[src/rtl/a7_link_master.sv]
// a7_link_master: serial command-bus master for the Artix7/Spartan6 link.
// Frames requests out on serial_out, deframes responses from serial_in.
//
// Ports:
//   clk, rst              fabric clock, async active-high reset
//   req_wr, req_rd        one-cycle request strobes (write wins)
//   req_addr, req_wrdata  request fields, sampled on accept
//   busy, done            transaction in flight / one-cycle completion
//   status, rddata        last response status byte and read data
//   timeout               last transaction timed out
//   serial_out, serial_in link wires
//   bytes_sent/seen       wrapping frame counters
module a7_link_master #(
    parameter int TIMEOUT = 1023
) (
    input  logic        clk,
    input  logic        rst,
    input  logic        req_wr,
    input  logic        req_rd,
    input  logic [15:0] req_addr,
    input  logic [15:0] req_wrdata,
    output logic        busy,
    output logic        done,
    output logic [7:0]  status,
    output logic [15:0] rddata,
    output logic        timeout,
    output logic        serial_out,
    input  logic        serial_in,
    output logic [15:0] bytes_sent,
    output logic [15:0] bytes_seen
);

    localparam int TW = $clog2(TIMEOUT + 1);

    typedef enum logic [1:0] {
        IDLE,
        SEND,
        WAIT
    } state_t;

    state_t state, state_nx;

    logic          rx_q;
    logic [11:0]   rxsh;
    logic          rx_frame;
    logic          rx_cmd;
    logic [7:0]    rx_data;
    logic [64:0]   txsh;
    logic [64:0]   wr_seq;
    logic [64:0]   rd_seq;
    logic [6:0]    bitcnt;
    logic [TW-1:0] tcnt;
    logic [15:0]   acc;
    logic          accept;
    logic          term;
    logic          tmo;

    function automatic logic [12:0] frame(
        input logic       c,
        input logic [7:0] d
    );
        return {2'b01, c, d, 2'b00};
    endfunction

    // Sequences are left-aligned so both shift out of txsh[64].
    assign wr_seq = {frame(1'b0, req_wrdata[15:8]),
                     frame(1'b0, req_wrdata[7:0]),
                     frame(1'b0, req_addr[15:8]),
                     frame(1'b0, req_addr[7:0]),
                     frame(1'b1, 8'h01)};
    assign rd_seq = {frame(1'b0, req_addr[15:8]),
                     frame(1'b0, req_addr[7:0]),
                     frame(1'b1, 8'h02),
                     26'd0};

    // Start bit reaching the top with two trailing zeros marks a frame.
    assign rx_frame = rxsh[11] && (rxsh[1:0] == 2'b00);
    assign rx_cmd   = rxsh[10];
    assign rx_data  = rxsh[9:2];

    assign busy = (state != IDLE);

    always_ff @(posedge clk or posedge rst) begin
        if (rst) state <= IDLE;
        else     state <= state_nx;
    end

    always_comb begin
        state_nx = state;
        accept   = 1'b0;
        term     = 1'b0;
        tmo      = 1'b0;
        unique case (state)
            IDLE: begin
                if (req_wr || req_rd) begin
                    accept   = 1'b1;
                    state_nx = SEND;
                end
            end
            SEND: begin
                if (bitcnt == 7'd0) state_nx = WAIT;
            end
            WAIT: begin
                // A terminating frame beats a simultaneous timeout.
                if (rx_frame && rx_cmd) begin
                    term     = 1'b1;
                    state_nx = IDLE;
                end else if (tcnt == TW'(TIMEOUT - 1)) begin
                    tmo      = 1'b1;
                    state_nx = IDLE;
                end
            end
            default: state_nx = IDLE;
        endcase
    end

    always_ff @(posedge clk or posedge rst) begin
        if (rst) begin
            done       <= 1'b0;
            status     <= 8'h00;
            rddata     <= 16'h0000;
            timeout    <= 1'b0;
            serial_out <= 1'b0;
            bytes_sent <= 16'h0000;
            bytes_seen <= 16'h0000;
            rx_q       <= 1'b0;
            rxsh       <= 12'h000;
            txsh       <= '0;
            bitcnt     <= 7'd0;
            tcnt       <= '0;
            acc        <= 16'h0000;
        end else begin
            done <= term || tmo;
            rx_q <= serial_in;
            // The bit arriving on a frame edge is the next leading 0.
            rxsh <= rx_frame ? 12'h000 : {rxsh[10:0], rx_q};
            if (rx_frame) bytes_seen <= bytes_seen + 16'd1;

            if (accept) begin
                timeout <= 1'b0;
                acc     <= 16'h0000;
                if (req_wr) begin
                    txsh       <= wr_seq;
                    bitcnt     <= 7'd65;
                    bytes_sent <= bytes_sent + 16'd5;
                end else begin
                    txsh       <= rd_seq;
                    bitcnt     <= 7'd39;
                    bytes_sent <= bytes_sent + 16'd3;
                end
            end

            if (state == SEND) begin
                if (bitcnt != 7'd0) begin
                    serial_out <= txsh[64];
                    txsh       <= {txsh[63:0], 1'b0};
                    bitcnt     <= bitcnt - 7'd1;
                end else begin
                    serial_out <= 1'b0;
                    tcnt       <= '0;
                end
            end

            if (state == WAIT) begin
                tcnt <= tcnt + 1'b1;
                if (rx_frame && !rx_cmd) acc <= {acc[7:0], rx_data};
                if (term) begin
                    status <= rx_data;
                    rddata <= acc;
                end else if (tmo) begin
                    status  <= 8'hFF;
                    rddata  <= 16'h0000;
                    timeout <= 1'b1;
                end
            end
        end
    end

endmodule

[config.mk]
export PLATFORM = sky130hd
export DESIGN_NAME = a7_link_master
export DESIGN_NICKNAME = d
export VERILOG_FILES = /design/src/rtl/a7_link_master.sv
export SDC_FILE = /design/constraint.sdc
export NUM_CORES = 1
export LEC_CHECK = 0
export CAP_MARGIN = 20
export CORE_MARGIN = 3
export CORE_UTILIZATION = 30
export CTS_BUF_LIST = sky130_fd_sc_hd__clkbuf_8
export DETAILED_ROUTE_END_ITERATION = 6
export PLACE_DENSITY = 0.51
export SYNTH_ARGS = -nofsm -noshare
export SYNTH_HDL_FRONTEND = slang
export SYNTH_SLANG_ARGS = --single-unit
[constraint.sdc]
create_clock -name clk -period 18.4 [get_ports clk]
set_input_delay 3.68 -clock clk [delete_from_list [all_inputs] [get_ports clk]]
set_output_delay 3.68 -clock clk [all_outputs]
set_load 0.005 [all_outputs]
==> flow_metrics.tcl <==
set metrics [dict create \
    design.portCount 97 \
    timing.critical_path.slowest_cell_delay_ns 0.54 \
    ir_drop_uv 70.4 \
    fp-row-count 57 \
    cts.root.buffer_cell "sky130_fd_sc_hd__clkbuf_8" \
    totalPowerFinal_mw 1.15 \
    insertedDiodeCount 0 \
    clkTransAtPathRegs_ns 0.10 \
    num_vias 5476 \
    clock.fmax_mhz 174 \
    drtIter0Drc 363 \
    number_of_cells_after_detailed_placement 1145 \
    critPathMaxFanout 20 \
    dominantRegCellSynth "sky130_fd_sc_hd__dfrtp_1" \
    final_hold_viol_count 0 \
    detailed_place.area_um2 8760 \
    finalCriticalPeriod_ns 5.74 \
    cts_max_path_buffers 2 \
    clk-insertion-delay-late_ns 0.46 \
    final.setup.tns_ns 0 \
    syn2layout_area_growth_pct 22.4 \
    worstPathCellList "inv_1 > ha_1 > buf_4 > inv_1 > clkdlybuf4s50_1" \
    critical-path-slowest-cell "sky130_fd_sc_hd__clkdlybuf4s50_1" \
    coreArea_um2 24400 \
    portBuffers 96 \
    tritoncts "yes" \
    worstPathArrival_ns 2.06 \
    routabilityCongestion 0.770 \
    viasPerCell 4.65 \
    worstSetupPathType "register to output port" \
    overflow 0 \
    critical_hold_path_startpoint "rxsh[0]" \
    synthesis.nets 813 \
    worstMarginPinSlew_ns 1.06 \
    synth_cells 765 \
    synth_sequential_area_ratio_pct 57.5 \
    cp_common_cell "sky130_fd_sc_hd__inv_1" \
    detail_route.first_pass.iterations 4 \
    post-place-ws_ns 12.52 \
    die_height_um 164 \
    finClkSkew_ns 0.0197 \
    synth_seq_cells 172 \
    worst_slack_ns 12.66 \
    clock_sinks 172 \
    first_global_vias 5285 \
    status "completed" \
    power_density_cells_nw_per_um2 125 \
    antenna_violations_before_repair 0 \
    slew_viol_final 0 \
    final.fill_count 2512 \
    hold_ws_ns 0.421 \
    wire_length_of_the_first_global_routing_pass_um 28300 \
    finalNonFillerCells 1177 \
    netlist-cell-type-count 45 \
    overall_global_routing_usage_pct 13.0 \
    leakagePower_nw 4.09 \
    groute.layer.met2.usage_pct 18.9 \
    number_of_clock_buffers_inserted_by_tritoncts 17 \
    asyncSetResetFlopFracSynth_pct 100 \
    net_count_reported_at_finish 888 \
    final_min_period_over_clock_period_pct 31.2 \
    route.detailed.drc 0 \
    die_x_um 164 \
    avgRoutedWirePerCell_um 14.3 \
    hp-class "register to register" \
    use_met3_pct 2.27 \
    max-slew-margin-rel_pct 29.3 \
    synth_area_per_cell_um2 9.79 \
    post-route-cell-area_um2 9170 \
    routed_wl_um 16800 \
    post_cts_buffers 0 \
    rsz_0062_raised_after_global_routing "false" \
    cp_data_required_time_ns 14.72 \
    antenna_violating_nets_post_route 0 \
    synth_top_cells_by_area "sky130_fd_sc_hd__dfrtp_1 (57%), sky130_fd_sc_hd__nand2_1 (8.3%), sky130_fd_sc_hd__nand3_1 (4.0%), sky130_fd_sc_hd__o21ai_0 (3.5%), sky130_fd_sc_hd__a22o_1 (2.5%)" \
    r2r-start "bitcnt[2]" \
    grt_start_max_net_pins 108 \
    synth_area_leader_cell "sky130_fd_sc_hd__dfrtp_1" \
    initial_utilization_pct 30.7 \
    floorplan.die_area_um2 26900 \
    post-synth-top-area-fraction_pct 57.5 \
    grt.met1_usage_pct 19.7 \
    maxCapViolations 0 \
    busiest_layer "met1" \
    postCtsResizedCells 0 \
    final_core_utilization_pct 37.6 \
    finalSetupViolCount 0 \
    post_route_cells_drive_above_1_share_pct 5.51 \
    post_synth_instance_area_um2 7490 \
    htree_levels 4 \
    hpwl_um 10700 \
    number_of_synthesized_flops_with_an_enable_pin 0 \
    cts_hold_buf 0 \
    cp-start-kind "register" \
    synth_warnings 0 \
    worst_setup_path_startpoint "state[0]" \
    critPathCaptureType "output port" \
]
[cells in the final DEF, fill, tap and decap left out, types with 10 or more instances in the layout]
cell type / n
sky130_fd_sc_hd__nand4_1: 10
sky130_fd_sc_hd__a21oi_1: 34
sky130_fd_sc_hd__mux2i_1: 18
sky130_fd_sc_hd__dfrtp_1: 172
sky130_fd_sc_hd__ha_1: 10
sky130_fd_sc_hd__clkbuf_8: 17
sky130_fd_sc_hd__a31oi_1: 15
sky130_fd_sc_hd__nand2_1: 165
sky130_fd_sc_hd__o21ai_0: 51
sky130_fd_sc_hd__nor2b_1: 10
sky130_fd_sc_hd__clkdlybuf4s50_1: 95
sky130_fd_sc_hd__xor2_1: 12
sky130_fd_sc_hd__a22o_1: 21
sky130_fd_sc_hd__xnor2_1: 20
sky130_fd_sc_hd__nand3_1: 60
sky130_fd_sc_hd__inv_1: 12
sky130_fd_sc_hd__nor2_1: 45
[flip-flops by register name, summed over array words and instances, names as in the netlist]
register / flops
done: 1
txsh: 65
status: 8
state: 2
rx_q: 1
acc: 16
serial_out: 1
rxsh: 12
bitcnt: 7
tcnt: 10
bytes_seen: 16
rddata: 16
bytes_sent: 16
timeout: 1
[routing by layer]
metal	up-vias	share of wire [%]
li1	2783	-
met2	91	43
met1	2590	53
met3	12	3.2
met4	0	1.1
met5	-	0
[synthesized netlist by cell type (3+ instances only)]
master / n
sky130_fd_sc_hd__dfrtp_1: 172
sky130_fd_sc_hd__a21oi_1: 34
sky130_fd_sc_hd__nand4_1: 10
sky130_fd_sc_hd__xnor2_1: 20
sky130_fd_sc_hd__clkbuf_1: 45
sky130_fd_sc_hd__inv_1: 13
sky130_fd_sc_hd__or3_1: 5
sky130_fd_sc_hd__ha_1: 10
sky130_fd_sc_hd__nor3_1: 4
sky130_fd_sc_hd__nor2_1: 45
sky130_fd_sc_hd__o31ai_1: 4
sky130_fd_sc_hd__and2_1: 5
sky130_fd_sc_hd__o21ai_0: 52
sky130_fd_sc_hd__nand3_1: 60
sky130_fd_sc_hd__and4_1: 5
sky130_fd_sc_hd__o21a_1: 3
sky130_fd_sc_hd__or4_1: 5
sky130_fd_sc_hd__xor2_1: 12
sky130_fd_sc_hd__a22o_1: 21
sky130_fd_sc_hd__nor2b_1: 10
sky130_fd_sc_hd__mux2i_1: 18
sky130_fd_sc_hd__a31oi_1: 15
sky130_fd_sc_hd__nand2_1: 165
sky130_fd_sc_hd__and3_1: 5
[worst paths after layout]
path,end,slack (ns),depth (start not counted)
max,busy,12.66,5
min,rxsh[1],0.42,0
max reg2reg,tcnt[9],16.02,4
min reg2reg,rxsh[1],0.42,0
max in group asynchronous,rxsh[0],13.12,3
min in group asynchronous,bytes_seen[14],3.82,2
[where the power goes]
group          internal (mW)  leakage [nW]  switching (mW)
Clock                  0.104         0.196           0.162
Sequential             0.469          2.26          0.0674
Combinational          0.136          1.63           0.207
Total                  0.709          4.09           0.437
[layout make-up]
class | instances | area, um^2 | share of cell area [%]
clock buffer | 17 | 234 | 2.55
clock inverter | 15 | 171 | 1.87
inverter | 13 | 53.8 | 0.587
multi-input combinational | 532 | 2980 | 32.5
sequential | 172 | 4300 | 47.0
tap | 324 | 405 | 4.42
timing repair buffer | 104 | 1020 | 11.1
[logic make-up (layout without fill, tap and decap cells)]
logic type | count (synthesis) | count (layout) | synth area share [%]
AOI/OAI and AO/OA | 140 | 140 | 11.3
xor gates and xnor gates | 32 | 32 | 3.74
adders and majority gates | 11 | 11 | 1.94
buffers and inverters | 61 | 149 | 3.09
DFF | 172 | 172 | 57.5
muxes | 19 | 19 | 2.56
and+or+nand+nor | 330 | 330 | 19.9
[worst max-delay path, delay by kind of cell (launching register included)]
| family | cells | cell delay (ns) |
|---|---|---|
| adder cells (fa/ha/maj) | 1 | 0.20 |
| flip-flops | 1 | 0.36 |
| buffers and inverters | 4 | 1.04 |
No activity file was read; power rests on OpenSTA's default activity.
